$ cat src/rtl/mrv1_pkg.sv
// Shared types for the MRV1 multiply/divide functional unit.
// Opcode encoding: bit 2 marks divide ops, bit 1 remainder, bit 0 unsigned.
package mrv1_pkg;

    typedef enum logic [2:0] {
        MUL    = 3'd0,
        MULH   = 3'd1,
        MULHSU = 3'd2,
        MULHU  = 3'd3,
        DIV    = 3'd4,
        DIVU   = 3'd5,
        REM    = 3'd6,
        REMU   = 3'd7
    } mrv_mul_fu_op_e;

    typedef enum logic [1:0] {
        DIV_IDLE,
        DIV_CALC,
        DIV_DONE
    } div_state_e;

    function automatic logic is_div_op(input mrv_mul_fu_op_e op);
        return op[2];
    endfunction

endpackage

$ cat src/rtl/mrv1_div_iter.sv
// Iterative radix-2 restoring divider, one quotient bit per cycle.
// Operands are made positive on entry and the signs are re-applied on the way out.
module mrv1_div_iter
    import mrv1_pkg::*;
#(
    parameter int W      = 32,
    parameter int ITAG_W = 3,
    parameter int TID_W  = 2
) (
    input  logic              clk_i,
    input  logic              rst_ni,
    input  logic              start_i,
    input  logic              signed_i,
    input  logic              rem_sel_i,
    input  logic [W-1:0]      dividend_i,
    input  logic [W-1:0]      divisor_i,
    input  logic [ITAG_W-1:0] itag_i,
    input  logic [TID_W-1:0]  tid_i,
    input  logic              wb_rdy_i,
    output logic              idle_o,
    output logic              done_o,
    output logic [W-1:0]      res_o,
    output logic [ITAG_W-1:0] itag_o,
    output logic [TID_W-1:0]  tid_o
);

    localparam int CNT_W = (W > 1) ? $clog2(W) : 1;

    div_state_e        state, state_n;
    logic [W-1:0]      quo, rem, dvs;
    logic [CNT_W-1:0]  cnt;
    logic              neg_q, neg_r, rem_sel;
    logic [ITAG_W-1:0] itag_q;
    logic [TID_W-1:0]  tid_q;

    logic              sign_a, sign_b, div_zero, ovf;
    logic [W-1:0]      abs_a, abs_b, q_fin, r_fin;
    logic [W:0]        shifted, diff;

    always_comb begin
        sign_a   = signed_i & dividend_i[W-1];
        sign_b   = signed_i & divisor_i[W-1];
        abs_a    = sign_a ? (~dividend_i + 1'b1) : dividend_i;
        abs_b    = sign_b ? (~divisor_i + 1'b1) : divisor_i;
        div_zero = (divisor_i == '0);
        ovf      = signed_i & (dividend_i == {1'b1, {(W-1){1'b0}}}) & (&divisor_i);
        shifted  = {rem, quo[W-1]};
        diff     = shifted - {1'b0, dvs};
        q_fin    = neg_q ? (~quo + 1'b1) : quo;
        r_fin    = neg_r ? (~rem + 1'b1) : rem;
    end

    always_ff @(posedge clk_i or negedge rst_ni) begin
        if (!rst_ni) state <= DIV_IDLE;
        else         state <= state_n;
    end

    // Divide-by-zero and MIN/-1 have fixed answers, so they skip the iteration.
    always_comb begin
        state_n = state;
        case (state)
            DIV_IDLE: if (start_i) state_n = (div_zero | ovf) ? DIV_DONE : DIV_CALC;
            DIV_CALC: if (cnt == '0) state_n = DIV_DONE;
            DIV_DONE: if (wb_rdy_i) state_n = DIV_IDLE;
            default:  state_n = DIV_IDLE;
        endcase
    end

    always_ff @(posedge clk_i or negedge rst_ni) begin
        if (!rst_ni) begin
            quo     <= '0;
            rem     <= '0;
            dvs     <= '0;
            cnt     <= '0;
            neg_q   <= 1'b0;
            neg_r   <= 1'b0;
            rem_sel <= 1'b0;
            itag_q  <= '0;
            tid_q   <= '0;
        end else begin
            case (state)
                DIV_IDLE: begin
                    if (start_i) begin
                        itag_q  <= itag_i;
                        tid_q   <= tid_i;
                        rem_sel <= rem_sel_i;
                        cnt     <= CNT_W'(W - 1);
                        neg_q   <= 1'b0;
                        neg_r   <= 1'b0;
                        if (div_zero) begin
                            quo <= '1;
                            rem <= dividend_i;
                        end else if (ovf) begin
                            quo <= dividend_i;
                            rem <= '0;
                        end else begin
                            quo   <= abs_a;
                            rem   <= '0;
                            dvs   <= abs_b;
                            neg_q <= sign_a ^ sign_b;
                            neg_r <= sign_a;
                        end
                    end
                end
                DIV_CALC: begin
                    quo <= {quo[W-2:0], ~diff[W]};
                    rem <= diff[W] ? shifted[W-1:0] : diff[W-1:0];
                    cnt <= cnt - 1'b1;
                end
                default: ;
            endcase
        end
    end

    assign idle_o = (state == DIV_IDLE);
    assign done_o = (state == DIV_DONE);
    assign res_o  = rem_sel ? r_fin : q_fin;
    assign itag_o = itag_q;
    assign tid_o  = tid_q;

endmodule

$ cat src/rtl/mrv1_muldiv_fu.sv
// MRV1 pipelined multiply FU with optional iterative divider sharing the ports.
// Define MRV1_MULDIV_DIV_EN to build the divider; otherwise divide ops return 0 after the mul latency.
module mrv1_muldiv_fu
    import mrv1_pkg::*;
#(
    parameter int DATA_WIDTH_P  = 32,
    parameter int ITAG_WIDTH_P  = 3,
    parameter int NUM_THREADS_P = 4,
    parameter int MUL_STAGES_P  = 2,
    localparam int TID_WIDTH_LP = $clog2(NUM_THREADS_P)
) (
    input  logic                    clk_i,
    input  logic                    rst_ni,
    input  logic [DATA_WIDTH_P-1:0] exec_src0_data_i,
    input  logic [DATA_WIDTH_P-1:0] exec_src1_data_i,
    input  logic [ITAG_WIDTH_P-1:0] exec_itag_i,
    input  logic [TID_WIDTH_LP-1:0] exec_tid_i,
    input  mrv_mul_fu_op_e          mul_fu_opc_i,
    input  logic                    mul_fu_req_i,
    output logic                    mul_fu_rdy_o,
    output logic [DATA_WIDTH_P-1:0] mul_fu_res_o,
    output logic                    mul_fu_done_o,
    output logic [ITAG_WIDTH_P-1:0] mul_fu_itag_o,
    output logic [TID_WIDTH_LP-1:0] mul_fu_tid_o,
    input  logic                    mul_fu_wb_rdy_i
);

    localparam int W    = DATA_WIDTH_P;
    localparam int LAST = MUL_STAGES_P - 1;

    logic [MUL_STAGES_P-1:0] pipe_vld;
    logic [2*W-1:0]          pipe_prod [MUL_STAGES_P];
    logic [ITAG_WIDTH_P-1:0] pipe_itag [MUL_STAGES_P];
    logic [TID_WIDTH_LP-1:0] pipe_tid  [MUL_STAGES_P];
    mrv_mul_fu_op_e          pipe_opc  [MUL_STAGES_P];

    logic           advance, mul_accept, a_sign, b_sign;
    logic [2*W-1:0] prod;
    logic [W-1:0]   mul_res;

    assign advance = ~pipe_vld[LAST] | mul_fu_wb_rdy_i;

    // The two top bits of the (W+1)x(W+1) product are never selected, so only 2W bits are formed.
    always_comb begin
        a_sign = (mul_fu_opc_i != MULHU) & exec_src0_data_i[W-1];
        b_sign = ((mul_fu_opc_i == MUL) | (mul_fu_opc_i == MULH)) & exec_src1_data_i[W-1];
        prod   = $signed({{W{a_sign}}, exec_src0_data_i}) * $signed({{W{b_sign}}, exec_src1_data_i});
    end

    always_ff @(posedge clk_i or negedge rst_ni) begin
        if (!rst_ni) begin
            for (int i = 0; i < MUL_STAGES_P; i++) begin
                pipe_vld[i]  <= 1'b0;
                pipe_prod[i] <= '0;
                pipe_itag[i] <= '0;
                pipe_tid[i]  <= '0;
                pipe_opc[i]  <= MUL;
            end
        end else if (advance) begin
            pipe_vld[0]  <= mul_accept;
            pipe_prod[0] <= prod;
            pipe_itag[0] <= exec_itag_i;
            pipe_tid[0]  <= exec_tid_i;
            pipe_opc[0]  <= mul_fu_opc_i;
            for (int i = 1; i < MUL_STAGES_P; i++) begin
                pipe_vld[i]  <= pipe_vld[i-1];
                pipe_prod[i] <= pipe_prod[i-1];
                pipe_itag[i] <= pipe_itag[i-1];
                pipe_tid[i]  <= pipe_tid[i-1];
                pipe_opc[i]  <= pipe_opc[i-1];
            end
        end
    end

    always_comb begin
        mul_res = '0;
        case (pipe_opc[LAST])
            MUL:                 mul_res = pipe_prod[LAST][W-1:0];
            MULH, MULHSU, MULHU: mul_res = pipe_prod[LAST][2*W-1:W];
            default:             mul_res = '0;
        endcase
    end

`ifdef MRV1_MULDIV_DIV_EN
    logic                    op_is_div, pipe_empty, div_start, div_idle, div_done;
    logic [W-1:0]            div_res;
    logic [ITAG_WIDTH_P-1:0] div_itag;
    logic [TID_WIDTH_LP-1:0] div_tid;

    // A divide only starts once the mul pipeline has drained, so the two never compete for the output.
    assign op_is_div    = is_div_op(mul_fu_opc_i);
    assign pipe_empty   = ~|pipe_vld;
    assign mul_fu_rdy_o = advance & div_idle & (~op_is_div | pipe_empty);
    assign mul_accept   = mul_fu_req_i & mul_fu_rdy_o & ~op_is_div;
    assign div_start    = mul_fu_req_i & mul_fu_rdy_o & op_is_div;

    mrv1_div_iter #(
        .W      (W),
        .ITAG_W (ITAG_WIDTH_P),
        .TID_W  (TID_WIDTH_LP)
    ) u_div (
        .clk_i      (clk_i),
        .rst_ni     (rst_ni),
        .start_i    (div_start),
        .signed_i   (~mul_fu_opc_i[0]),
        .rem_sel_i  (mul_fu_opc_i[1]),
        .dividend_i (exec_src0_data_i),
        .divisor_i  (exec_src1_data_i),
        .itag_i     (exec_itag_i),
        .tid_i      (exec_tid_i),
        .wb_rdy_i   (mul_fu_wb_rdy_i),
        .idle_o     (div_idle),
        .done_o     (div_done),
        .res_o      (div_res),
        .itag_o     (div_itag),
        .tid_o      (div_tid)
    );

    assign mul_fu_done_o = div_done | pipe_vld[LAST];
    assign mul_fu_res_o  = div_done ? div_res  : mul_res;
    assign mul_fu_itag_o = div_done ? div_itag : pipe_itag[LAST];
    assign mul_fu_tid_o  = div_done ? div_tid  : pipe_tid[LAST];
`else
    assign mul_fu_rdy_o  = advance;
    assign mul_accept    = mul_fu_req_i & mul_fu_rdy_o;
    assign mul_fu_done_o = pipe_vld[LAST];
    assign mul_fu_res_o  = mul_res;
    assign mul_fu_itag_o = pipe_itag[LAST];
    assign mul_fu_tid_o  = pipe_tid[LAST];
`endif

endmodule

$ cat config.mk
export PLATFORM = sky130hd
export DESIGN_NAME = mrv1_muldiv_fu
export DESIGN_NICKNAME = d
export VERILOG_FILES = /design/src/rtl/mrv1_pkg.sv /design/src/rtl/mrv1_div_iter.sv /design/src/rtl/mrv1_muldiv_fu.sv
export SDC_FILE = /design/constraint.sdc
export NUM_CORES = 2
export LEC_CHECK = 0
export CORE_MARGIN = 2
export CORE_UTILIZATION = 60
export CTS_CLUSTER_SIZE = 40
export DETAILED_ROUTE_END_ITERATION = 6
export HOLD_SLACK_MARGIN = 0.1
export PLACE_DENSITY = 0.84
export SYNTH_ARGS = -nofsm -noshare
export SYNTH_HDL_FRONTEND = slang
export SYNTH_SLANG_ARGS = --single-unit
$ cat constraint.sdc
create_clock -name clk_i -period 1.5 [get_ports clk_i]
set_input_delay 0.15 -clock clk_i [delete_from_list [all_inputs] [get_ports clk_i]]
set_output_delay 0.15 -clock clk_i [all_outputs]
set_load 0.03 [all_outputs]
==> results of run 1 <==
-- Yosys cell counts, types with 3 or more instances --
cell | instances | area (um2)
nand4_1 | 8 | 50.1
o21a_1 | 4 | 30.0
a21oi_1 | 92 | 460
nor4_1 | 4 | 25.0
or2_2 | 12 | 75.1
nor3_1 | 10 | 50.1
o31ai_1 | 3 | 22.5
or3_1 | 6 | 37.5
inv_1 | 1198 | 4500
buf_1 | 5 | 18.8
clkbuf_1 | 246 | 923
ha_1 | 212 | 2650
a21boi_0 | 3 | 22.5
and3_1 | 7 | 43.8
nand2b_1 | 4 | 25.0
a21oi_2 | 3 | 26.3
o21ai_1 | 5 | 25.0
a22o_1 | 32 | 280
xnor2_1 | 46 | 403
xor2_1 | 29 | 254
mux2i_1 | 3 | 30.0
o21bai_1 | 17 | 128
a21o_1 | 19 | 143
nor2b_1 | 8 | 50.1
o21ai_0 | 53 | 265
nand2_1 | 1124 | 4220
buf_4 | 5 | 37.5
dfrtp_1 | 146 | 3650
and2_1 | 264 | 1650
nor2_1 | 88 | 330
fa_1 | 1125 | 22500
nand3_1 | 10 | 50.1
a211oi_1 | 6 | 45.0
o211ai_1 | 6 | 45.0
a31oi_1 | 3 | 18.8
-- metrics by stage --
step	util	cells	instance area (um2)	hold WS [ns]
after floorplan	-	4835	44700	-0.146
after global placement	0.706	6182	50600	0.0635
after detailed placement	0.706	6182	50600	0.0644
after CTS	0.771	6438	55200	0.227
-- metal layers --
metal,overflow,global-route usage
met1,37,0.729
met2,316,0.889
met3,38,0.662
met4,168,0.744
met5,6,0.506
-- what timing repair did --
item | 4_1_cts
gates cloned | 30
setup buffers | 200
pin swaps | 327
resized for setup | 692
setup endpoints to repair | 102
endpoints found under the hold margin | 149
hold buffers | 4
-- cell families after synthesis --
kind of cell             synth area share
AND/OR/NAND/NOR                     0.153
buffers and inverters               0.126
adder cells (fa/ha/maj)             0.580
AO/OA/AOI/OAI                      0.0411
flip-flops                         0.0842
XOR/XNOR                           0.0151
multiplexers                     0.000692
==> results_dict.tcl, run 1 <==
set metrics [dict create \
    cts_made_buffers 17 \
    cts.sinks 146 \
    die_h_um 273 \
    ys_ff_latch 146 \
    worstEpCategory "register data pin" \
    start_util 0.606 \
    synth_area_mm2 0.0434 \
    grt_max_degree 64 \
    syn_nets 6248 \
    synth_ff_type "dfrtp_1" \
    hpwlAfterDp_um 101000 \
    grt_use_total 0.756 \
    async_flop_share 1.00 \
    synthCells 4835 \
    ys_seq_area_frac 0.0842 \
    dp_slack_ns -6.69 \
    io_pins 115 \
    ctsRootBufferMaster "clkbuf_16" \
    synth_enable_flop_cells 0 \
    std_cell_rows 98 \
    place_congestion 0.958 \
    place.port_buffers 114 \
    syn_avg_cell_area_um2 8.98 \
    grt-worst-endpoint "pipe_prod[121]$_DFFE_PN0N_/D" \
    grt_overflow 565 \
    stop_error "[ERROR GRT-0232] Routing congestion too high. Check the congestion heatmap in the GUI." \
    htree_levels 4 \
    haltStage "global routing (5_1_grt)" \
    max-clock-path-buffers 2 \
    outcome "aborted with a tool error" \
    ys_types 60 \
    yosysWarnings 0 \
    dieWidth_um 273 \
]
==> run 2: changes to the inputs <==
Settings changed: CORE_UTILIZATION 60 to 40, CTS_CLUSTER_SIZE 40 to not set, HOLD_SLACK_MARGIN 0.1 to not set, PLACE_DENSITY 0.84 to not set, PLACE_DENSITY_LB_ADDON set to 0.15.
Clock period 1.5 ns to 1.95 ns, I/O delays scaled along.
==> results_dict.tcl, run 2 <==
set metrics [dict create \
    reg2reg_to "pipe_prod[86]" \
    ys_seq_area_frac 0.0842 \
    drive_gt1_frac 0.248 \
    antenna_found_initial 4 \
    wire_per_inst_um 19.6 \
    cts.sinks 146 \
    grt_pass1_wl_um 218000 \
    syn2layout_area_growth_pct 31.7 \
    cts_tree "built" \
    hold_path_end "pipe_opc[5]" \
    async_flop_share 1.00 \
    io_pins 115 \
    max-clock-path-buffers 2 \
    outcome "finished, violations left" \
    die_h_um 333 \
    ys_ff_latch 146 \
    grt_overflow 0 \
    reg2reg_depth 5 \
    synthCells 4835 \
    arrival_ns 7.36 \
    fin_cells 6946 \
    maxCapViolCount 0 \
    hold_viol 0 \
    wl_um 136000 \
    std_cell_rows 120 \
    start_util 0.404 \
    drc 0 \
    required_ns 2.26 \
    place_congestion 0.863 \
    synth_area_leaders "fa_1 (52%), inv_1 (10%), nand2_1 (9.7%), dfrtp_1 (8.4%), ha_1 (6.1%)" \
    yosys.area.top_type_share 0.519 \
    cpMaxStageDelayCell "fa_2" \
    cts.clk_slew.worst_paths_ns 0.07 \
    layout_commonest_cell "inv_1" \
    critPathCaptureType "flip-flop" \
    cts_made_buffers 17 \
    top_regs "pipe_prod: 128 flops, pipe_opc: 6 flops" \
    dieWidth_um 333 \
    firstDrtPassIters 5 \
    vias_per_cell 4.89 \
    place_inst 6658 \
    antenna_cells 0 \
    top_register "pipe_prod" \
    syn_avg_cell_area_um2 8.98 \
    crit_fanout 8 \
    final_util 0.532 \
    synth_area_mm2 0.0434 \
    hpwlAfterDp_um 104000 \
    dieArea_mm2 0.111 \
    vias 33900 \
    core_area_mm2 0.107 \
    layout.nets 6943 \
    final_cell_mix "inv_1 (1134), fa_1 (1078), nand2_1 (1074)" \
    synth_enable_flop_cells 0 \
    ys_types 60 \
    critical_path_class "in -> reg" \
    cp_num_buf_inv 8 \
    r2r_setup_slack_ns 0.57 \
    place.port_buffers 114 \
    fmax_mhz 142 \
    syn_nets 6248 \
    critPathLaunchType "primary input" \
    setup_slack_ns -5.10 \
    final_area_mm2 0.0572 \
    grt_pass1_vias 37500 \
    grt_max_degree 54 \
    slew-limit-headroom 0.613 \
    violations "setup timing" \
    worstMarginPinSlew_ns 0.581 \
    fin_crit_sh 3.61 \
    yosysMostFrequentCell "inv_1" \
    ys_top_cells_by_count "inv_1 (1198), fa_1 (1125), nand2_1 (1124)" \
    reg2reg_from "pipe_vld[1]" \
    grt_use_total 0.256 \
    hold_path_depth 4 \
    rsz0062_at_grt "true" \
    synth_largest_area_cell "fa_1" \
    drtIter0Drc 2169 \
    setup_violations 62 \
    min_path_type "in -> reg" \
    ant_nets 0 \
    clk_latency_ns 0.42 \
    cp_common_cell "fa_1" \
    fin_crit_ns 7.05 \
    cpPeakStageDelay_ns 0.63 \
    hp-start "mul_fu_opc_i[2]" \
    drv_slew 0 \
    htree_levels 4 \
    ctsRootBufferMaster "clkbuf_16" \
    skew_ns 0.0114 \
    synth_ff_type "dfrtp_1" \
    yosysWarnings 0 \
    placed_area_mm2 0.0515 \
    cpLargestDelayFamily "adder cells" \
    largest_reg_flops 128 \
    whs_ns 0.0651 \
]
-- run 2: cell counts after synthesis --
No cell type changed its count.
-- run 2: worst max-delay path by stage --
stage / start / end / slack, ns / depth (start not counted)
after floorplan: mul_fu_opc_i[0] / pipe_prod[127] / -5.39 / 27
after global placement: mul_fu_opc_i[0] / pipe_prod[127] / -6.21 / 31
after detailed placement: mul_fu_opc_i[0] / pipe_prod[127] / -6.34 / 31
after CTS: mul_fu_opc_i[0] / pipe_prod[125] / -5.07 / 28
after global routing: mul_fu_opc_i[0] / pipe_prod[127] / -5.37 / 31
final: mul_fu_opc_i[0] / pipe_prod[121] / -5.10 / 30
-- run 2: final cells by class --
cell class              instances  area (um2)
fillers                      9858       50200
multi-input cells            3234       36600
repair buffers                933       10100
inverters                    1198        4510
flip-flops and latches        146        3650
well taps                    1403        1760
clock buffers                  20         457
clock inverters                12         145
-- run 2: timing repair --
item	4_1_cts	5_1_grt
setup buffers	195	59
gates resized for setup	644	220
cloned	37	1
hold endpoints to repair	49	0
pin swaps	273	237
setup endpoints to repair	69	70
hold buffers	2	0
-- run 2: cell families after synthesis --
group | count (synthesis) | share of synthesized area
compound gates | 271 | 0.0411
fa+ha+maj | 1337 | 0.580
simple gates | 1548 | 0.153
buf+inv | 1455 | 0.126
xor+xnor | 75 | 0.0151
flops | 146 | 0.0842
mux | 3 | 0.000692
-- run 2: through the flow --
| stage | setup slack [ns] | TNS [ns] |
|---|---|---|
| 3_5_place_dp | -6.34 | -314.17 |
| 6_report | -5.10 | -261.03 |
| 4_1_cts | -5.07 | -258.64 |
| 5_1_grt | -5.37 | -272.59 |
| 3_3_place_gp | -6.21 | -312.96 |
| 2_1_floorplan | -5.39 | -245.26 |
-- run 2: worst min-delay path: cells and delay by family --
kind	cells	cell delay [ns]
buf+inv	2	0.17
simple gates	2	0.09
-- run 2: layer usage --
layer  GRT usage  vias up  wire length (um)
met4      0.0653        2              3770
met2       0.441      804             67300
met1       0.343    17800             58300
met5           0        -                13
li1            -    15200                 -
met3      0.0317      177              6410
Power of run 2 is left out: the tool's default activity adds up to more than one toggle a clock period on the data nets, which glitch-free logic cannot reach.
